File: config.mk
export PLATFORM = sky130hd
export DESIGN_NAME = distributor14
export DESIGN_NICKNAME = d
export VERILOG_FILES = /design/src/rtl/distributor14.sv
export SDC_FILE = /design/constraint.sdc
export NUM_CORES = 1
export LEC_CHECK = 0
export CORE_UTILIZATION = 60
export CTS_CLUSTER_SIZE = 10
export DETAILED_ROUTE_END_ITERATION = 8
export DONT_BUFFER_PORTS = 1
export PLACE_DENSITY = 0.76
export SLEW_MARGIN = 20
export SYNTH_ARGS = -nofsm -noshare
export SYNTH_HDL_FRONTEND = slang
export SYNTH_SLANG_ARGS = --single-unit
File: constraint.sdc
create_clock -name iClk -period 2.72 [get_ports iClk]
set_input_delay 0.544 -clock iClk [delete_from_list [all_inputs] [get_ports iClk]]
set_output_delay 0.544 -clock iClk [all_outputs]
set_load 0.05 [all_outputs]
File: src/rtl/distributor14.sv
// distributor14: routes a 4-bit word into one of four holding registers with per-channel
// full flags, consume strobes and a saturating stall counter. DISTRIBUTOR_AUTO_SEL_EN adds round-robin targeting.
module distributor14 (
  input  logic       iClk,
  input  logic       iRst,
  input  logic [3:0] iD,
  input  logic       iS1,
  input  logic       iS0,
  input  logic       iValid,
  output logic       oReady,
  input  logic [3:0] iAck,
  output logic [3:0] oZ0,
  output logic [3:0] oZ1,
  output logic [3:0] oZ2,
  output logic [3:0] oZ3,
  output logic [3:0] oV,
  output logic [7:0] oStall
`ifdef DISTRIBUTOR_AUTO_SEL_EN
  ,
  input  logic       iAuto,
  output logic [1:0] oPtr
`endif
);

  logic [3:0] z_q [4];
  logic [3:0] v_q;
  logic [7:0] stall_q;
  logic [1:0] tgt;
  logic       accept;

`ifdef DISTRIBUTOR_AUTO_SEL_EN
  logic [1:0] ptr_q;

  always_comb begin
    tgt = iAuto ? ptr_q : {iS1, iS0};
  end

  always_ff @(posedge iClk or posedge iRst) begin
    if (iRst) begin
      ptr_q <= '0;
    end else if (accept && iAuto) begin
      ptr_q <= ptr_q + 2'd1;
    end
  end

  assign oPtr = ptr_q;
`else
  always_comb begin
    tgt = {iS1, iS0};
  end
`endif

  // A full target can still take a word when it is being drained this same cycle.
  assign oReady = ~v_q[tgt] | iAck[tgt];
  assign accept = iValid & oReady;

  // NOTE: the holding registers are few and visible on ports, so they are reset
  // like ordinary flops instead of being left as an unreset memory.
  always_ff @(posedge iClk or posedge iRst) begin
    if (iRst) begin
      for (int n = 0; n < 4; n++) begin
        z_q[n] <= '0;
      end
      v_q <= '0;
    end else begin
      for (int n = 0; n < 4; n++) begin
        // NOTE: non-blocking updates keep every channel reading pre-edge state.
        if (accept && (tgt == 2'(n))) begin
          z_q[n] <= iD;
          v_q[n] <= 1'b1;
        end else if (iAck[n]) begin
          v_q[n] <= 1'b0;
        end
      end
    end
  end

  always_ff @(posedge iClk or posedge iRst) begin
    if (iRst) begin
      stall_q <= '0;
    end else if (iValid && !oReady && (stall_q != 8'hFF)) begin
      stall_q <= stall_q + 8'd1;
    end
  end

  assign oZ0    = z_q[0];
  assign oZ1    = z_q[1];
  assign oZ2    = z_q[2];
  assign oZ3    = z_q[3];
  assign oV     = v_q;
  assign oStall = stall_q;

endmodule

==> metrics.csv <==
stage;metric;value;unit
critical_path;Reg2Reg Depth;5;
synth;post-synthesis sequential area ratio;56.68;%
synth;Post-Syn Instances;93;
critical_path;CP max stage delay;680;ps
timing;final hold viol count;0;
grt;first-pass GRT wire length;3.174;mm
synth;Post-Syn Area;1236;sq um
timing;Max Clk Rate;0.4545;GHz
placed_design;dpl ws;438.2;ps
finish;fin nets;117;
pwr;Pint;0.6219;mW
floorplanning;I/O pin count;42;
placed_design;hpwl dp;1.665;mm
synth;area share of the largest cell type after synthesis;56.68;%
status;status;finished, final reports clean;
pwr;Leak;0.5959;nW
critical_path;Crit Path Category;reg -> out;
clock_tree;postcts setup bufs;0;
finish;layout cells sized above 1;27.72;%
placed_design;PortBufs;0;
floorplanning;Die Wd;47.39;microns
floorplanning;Rows;16;
clock_tree;post_cts resized;0;
synth;leading area contributor after synthesis;dfrtp_1;
detailed_routing;post-DR vias/cell;5.891;
detailed_routing;Post-Route WL;2.218;mm
timing;Slew Limit Fails;0;
pwr;Logic pwr share;16.1;%
flow_run;max-cap viol count;0;
clock_tree;clock transition at the registers of the reported paths;140;ps
timing;Rel. slew slack;48.42;%
finish;fillcell total;154;
floorplanning;Starting Density;63.66;%
placed_design;gpl congestion;0.7633;
clock_tree;hold_buf cts;0;
pwr;Sw Ratio;45.09;%
timing;Worst-Margin Slew;772.9;ps
grt;number of antenna violations at the first check in global routing;0;
critical_path;critical path's slowest cell;dfrtp_1;
clock_tree;clk buf depth;2;
finish;non-filler cells, final;128;
finish;ANT cells;0;
clock_tree;CTS Root Buffer Type;clkbuf_4;
critical_path;crit start category;register;
pwr;clock group share of total power;14.3;%
critical_path;worst-path fanout max;7;
synth;syn avg cell area;13.29;sq um
pwr;worst vdd ir;571.8;uV
timing;RSZ-0062 raised after global routing;false;
clock_tree;CTS tree;yes;
finish;commonest non-fill, non-tap cell in the layout;dfrtp_1;
pwr;Psw;0.5107;mW
grt;largest net degree at the start of global routing;22;
pwr;Pwr Density;844.4;nW/um^2
clock_tree;H-Tree Depth;1;
placed_design;Placed Cells;125;
grt;vias in the first global route;716;
finish;Area Overhead vs Synth;8.502;%
floorplanning;Die Y;47.39;microns
timing;clk_skew;3.861;ps
detailed_routing;Detail Route Antenna Nets;0;
grt;gr ovfl total;0;
critical_path;critical path cell sequence;nand4bb_1, nand4_4, inv_2, buf_4;
synth;number of synthesis warnings;0;
worst_hold_path;Worst Hold Class;in -> async;
critical_path;CP Capture Type;output port;
timing;final worst path period need;2200;ps
critical_path;required time of the worst setup path;2180;ps
detailed_routing;average wire per standard cell;17.33;microns
critical_path;Arrival @ worst endpoint;1660;ps
pwr;sequential share of power;69.5;%
clock_tree;Inserted Clock Buffers;3;
synth;synthesized flop and latch total;28;
finish;commonest non-fill, non-tap cells in the layout;dfrtp_1, mux2_2, buf_4, nand2_1;
floorplanning;die footprint;2246;sq um
clock_tree;clock sink total;28;
synth;Netlist cell types;26;
timing;PnR worst setup slack;519.6;ps
clock_tree;worst skew pair latency;320;ps
timing;setup_tns;0;ps
detailed_routing;Detailed Route Iter0 Violations;12;
timing;final setup fails;0;
critical_path;R2R setup slack;600;ps
grt;total track usage;21.82;%
synth;post-synth net total;107;
detailed_routing;DR DRC count;0;
floorplanning;core area;1942;sq um
timing;final worst-path cycle share;80.90;%
detailed_routing;Pre-antenna DRT Iters;4;
synth;largest cells by area after synthesis;dfrtp_1, mux2_2, mux2_1;
detailed_routing;Vias;754;
-- routing by layer --
layer	vias up	global-route usage, %	routed length, microns
met4	0	12.57	46
met3	4	4.615	165
met5	-	0	0
met2	28	31.51	1053
li1	349	-	-
met1	373	30.53	952
-- power groups by stage --
stage | registers [mW] | logic (mW) | clock network [mW]
after CTS | 0.789 | 0.184 | 0.166
final | 0.788 | 0.183 | 0.162
after global routing | 0.797 | 0.198 | 0.180
after floorplan | 0.824 | 0.104 | 0
after detailed placement | 0.797 | 0.184 | 0
after global placement | 0.796 | 0.177 | 0
-- cell type report --
class | count | area, sq um | area share [%]
sequential | 28 | 700.7 | 52.24
multi-input combinational | 59 | 513.0 | 38.25
timing repair buffer | 8 | 60.06 | 4.478
tap | 27 | 33.78 | 2.519
clock buffer | 3 | 22.52 | 1.679
inverter | 3 | 11.26 | 0.8395
-- through the flow --
stage | util (%) | area [sq um] | power (mW) | hold slack, ps
after global placement | 67.91 | 1319 | 0.9729 | 597.4
after global routing | 69.07 | 1341 | 1.176 | 290.4
after floorplan | - | 1236 | 0.9288 | 609.4
after CTS | 69.07 | 1341 | 1.140 | 248.6
final | 69.07 | 1341 | 1.133 | 231.6
after detailed placement | 67.91 | 1319 | 0.9812 | 611.9
-- synth_stat cells --
cell type	number
clkbuf_1	3
xnor2_1	5
nor3_1	1
nand4bb_1	1
or4b_4	1
xor2_1	1
ha_1	1
nand2_1	6
nand4_1	4
mux2_2	13
nand4_4	1
mux2_1	5
dfrtp_1	28
and4_1	2
or4bb_1	1
nand4b_1	2
and4b_1	1
nand3_1	2
or2_2	1
nor2b_1	3
inv_1	2
or4b_1	1
and3_1	2
or4_1	1
inv_2	1
nand2b_1	4
-- registers in the layout (all words and copies together), names as in the netlist --
name,count
oZ1,4
oZ2,4
oZ0,4
oStall,8
oV,4
oZ3,4
-- worst max-delay path: cells and delay by family (launching register included) --
family / cells / cell delay [ps]
buffers and inverters: 2 / 230
DFF: 1 / 680
and+or+nand+nor: 2 / 420
-- path summary, 6_finish.rpt --
check                                        end                   from
min                           oZ2[3]$_DFFE_PP0P_                   iRst
max in group asynchronous  oStall[7]$_DFFE_PP0P_                   iRst
min reg2reg                oStall[5]$_DFFE_PP0P_  oStall[5]$_DFFE_PP0P_
max reg2reg                oStall[6]$_DFFE_PP0P_      oV[2]$_DFFE_PP0P_
max                                       oReady      oV[2]$_DFFE_PP0P_
min in group iClk             oZ0[1]$_DFFE_PP0P_                  iD[1]
-- logic make-up after synthesis --
family | Yosys count | synth area share [%]
multiplexers | 18 | 16.40
adder cells (fa/ha/maj) | 1 | 1.012
AND/OR/NAND/NOR | 34 | 19.84
XOR/XNOR | 6 | 4.251
buffers and inverters | 6 | 1.822
flip-flops | 28 | 56.68
No activity file was read; power rests on OpenSTA's default activity.
==> patch: new RTL, same settings <==
Add a define of `DISTRIBUTOR_AUTO_SEL_EN`.
--- a/src/rtl/distributor14.sv
+++ b/src/rtl/distributor14.sv
@@ -1,4 +1,6 @@
 // distributor14: routes a 4-bit word into one of four holding registers with per-channel
 // full flags, consume strobes and a saturating stall counter. DISTRIBUTOR_AUTO_SEL_EN adds round-robin targeting.
+`define DISTRIBUTOR_AUTO_SEL_EN
+
 module distributor14 (
   input  logic       iClk,
Interface: changed (added iAuto and oPtr); port bits go from 42 to 45. No check against the original RTL was run, so the function may have changed too.
==> patch against the unedited design <==
  * Synthesized area rose by 5.8%
  * Routed wire length rose by 13%
  * Hold slack got worse by 0.062 ns
  * Setup slack got worse by 0.11 ns
  * Sequential cell count rose by 2
  * Final cell count rose by 13%
  * Synthesized cell count rose by 6.5%
  * First-iteration DRC count rose by 100%
  * Sequential share of layout area fell by 3.5 points
  * Critical path depth rose by 2
  * Design area rose by 15%
Power is not compared: it rests on default switching activity, and its combinational part moved more than twofold at a synthesized area within 25%.
==> patch: results (changes against the unedited design) <==
| Metric | Value |
|---|---|
| Warnings, synthesis | `0 (unchanged)` |
| DP HPWL | `1750 microns (+5.1%)` |
| Dominant cells by area after synthesis | `dfrtp_1 (57%), mux2_2 (16%), xnor2_1 (4.7%), nand4_1 (3.3%), nand2_1 (2.6%)` |
| Clock slew at reported path FFs | `0.09 ns (-0.05 ns)` |
| Dpl cells | `136 (+8.8%)` |
| Synth cell types | `21 (-19%)` |
| Largest net degree at the start of global routing | `31 (+41%)` |
| Vias in the first global route | `910 (+27%)` |
| Syn Area/Cell | `13.2 sq um (-0.64%)` |
| Share of layout cells above drive strength 1 | `0.368 (+0.0903)` |
| Leakage power | `0.708 nW` |
| DR pass1 iterations | `4 (unchanged)` |
| Post-CTS setup buffer count | `0 (unchanged)` |
| Status | `finished clean` |
| Worst slew pin tran | `0.620 ns (-0.153 ns)` |
| Syn_nets | `114 (+6.5%)` |
| Via/cell ratio | `6.00 (+1.9%)` |
| Total track usage | `0.240 (+0.0217)` |
| Critical Path Fanout Max | `7 (unchanged)` |
| Gpl congestion | `0.797 (+4.4%)` |
| Via count | `864 (+15%)` |
| Commonest cells in the netlist | `dfrtp_1 (30), mux2_2 (18), nand2_1 (9)` |
| ANT cells | `0 (unchanged)` |
| DR iter-0 viols | `24 (+12)` |
| Max reg flops | `8 (unchanged)` |
| Seq/Total Area, Yosys | `0.574 (+0.00736)` |
| Maximum clock path buffer count | `2 (unchanged)` |
| Share of flip-flops with an asynchronous set or reset | `1.00 (unchanged)` |
| Num CTS Buffers | `5 (+2)` |
| Initial antenna violation count | `0 (unchanged)` |
| Port bufs | `0 (unchanged)` |
| Later-pin clock latency in the skew report | `0.32 ns (about the same)` |
| Final nets | `131 (+12%)` |
| VDD IR-drop max | `1.27 mV` |
| Filler instances | `134 (-13%)` |
| First-pass GRT wire length | `4130 microns (+30%)` |
| Final WL | `2500 microns (+13%)` |
| CTS H-tree lvls | `2 (+1)` |
| Hold Path Class | `primary input to async pin` |
| Arrival time worst endpoint | `1.76 ns (+0.10 ns)` |
| Clock Skew | `0.00142 ns (-0.00244 ns)` |
| Resized cells post-CTS | `0 (unchanged)` |
| Clock Tree Root | `clkbuf_4` |
## patch: cell types whose count changed after synthesis, sizes merged, moves of 3 or more
cell,before,now
o21ai,0,3
nor2b,3,0
nand2,6,9
mux2i,0,3
## patch: logic make-up after synthesis
group,count (synthesis),synth area share
flip-flops,30,0.574
AND/OR/NAND/NOR,29,0.123
multiplexers,22,0.189
XOR/XNOR,8,0.0536
AO/OA/AOI/OAI,5,0.0383
buffers and inverters,4,0.0115
adder cells (fa/ha/maj),1,0.00957
## patch: final cells by class
class	instances	area share
Clock buffer	6	0.0333
Timing Repair Buffer	13	0.0634
Inverter	1	0.00244
Sequential cell	30	0.488
Multi-Input combinational cell	65	0.352
Tap cell	27	0.0220
Clock inverter	2	0.0390
## patch: routing by layer
metal  GRT usage  vias up  wire, microns
met5           0        -              0
met4       0.123        0             46
met3      0.0881        6            198
met2       0.387       44           1260
met1       0.281      429            999
li1            -      385              -
## patch: final timing paths
check | start | end | slack, ns | cells after the start
max in group asynchronous | iRst | oPtr[1] | 2.15 | 1
max | oPtr[1] | oReady | 0.41 | 6
min reg2reg | oV[0] | oV[0] | 0.57 | 2
max reg2reg | oStall[0] | oStall[1] | 0.64 | 5
min | iRst | oZ0[2] | 0.17 | 1
min in group iClk | iD[0] | oZ2[0] | 0.36 | 1
## patch: where the power goes
part	switching (mW)	internal (mW)	total (mW)
combinational	0.327	0.229	0.556
sequential	0.605	0.611	1.22
clock	0.152	0.311	0.463
## patch: critical path: stages (launching register included)
cell	delay [ns]
dfrtp_1	0.39
mux2i_1	0.13
buf_4	0.17
mux2_2	0.39
nand2_1	0.08
o21ai_1	0.07
buf_4	0.21
## patch: metrics by stage
stage / setup WS [ns] / power (mW) / cell area (sq um) / utilization
after floorplan: 0.237 / 1.63 / 1310 / -
after global placement: 0.595 / 1.76 / 1430 / 0.713
after detailed placement: 0.578 / 1.79 / 1430 / 0.713
after CTS: 0.401 / 2.25 / 1540 / 0.769
after global routing: 0.313 / 2.33 / 1540 / 0.769
final: 0.412 / 2.23 / 1540 / 0.769
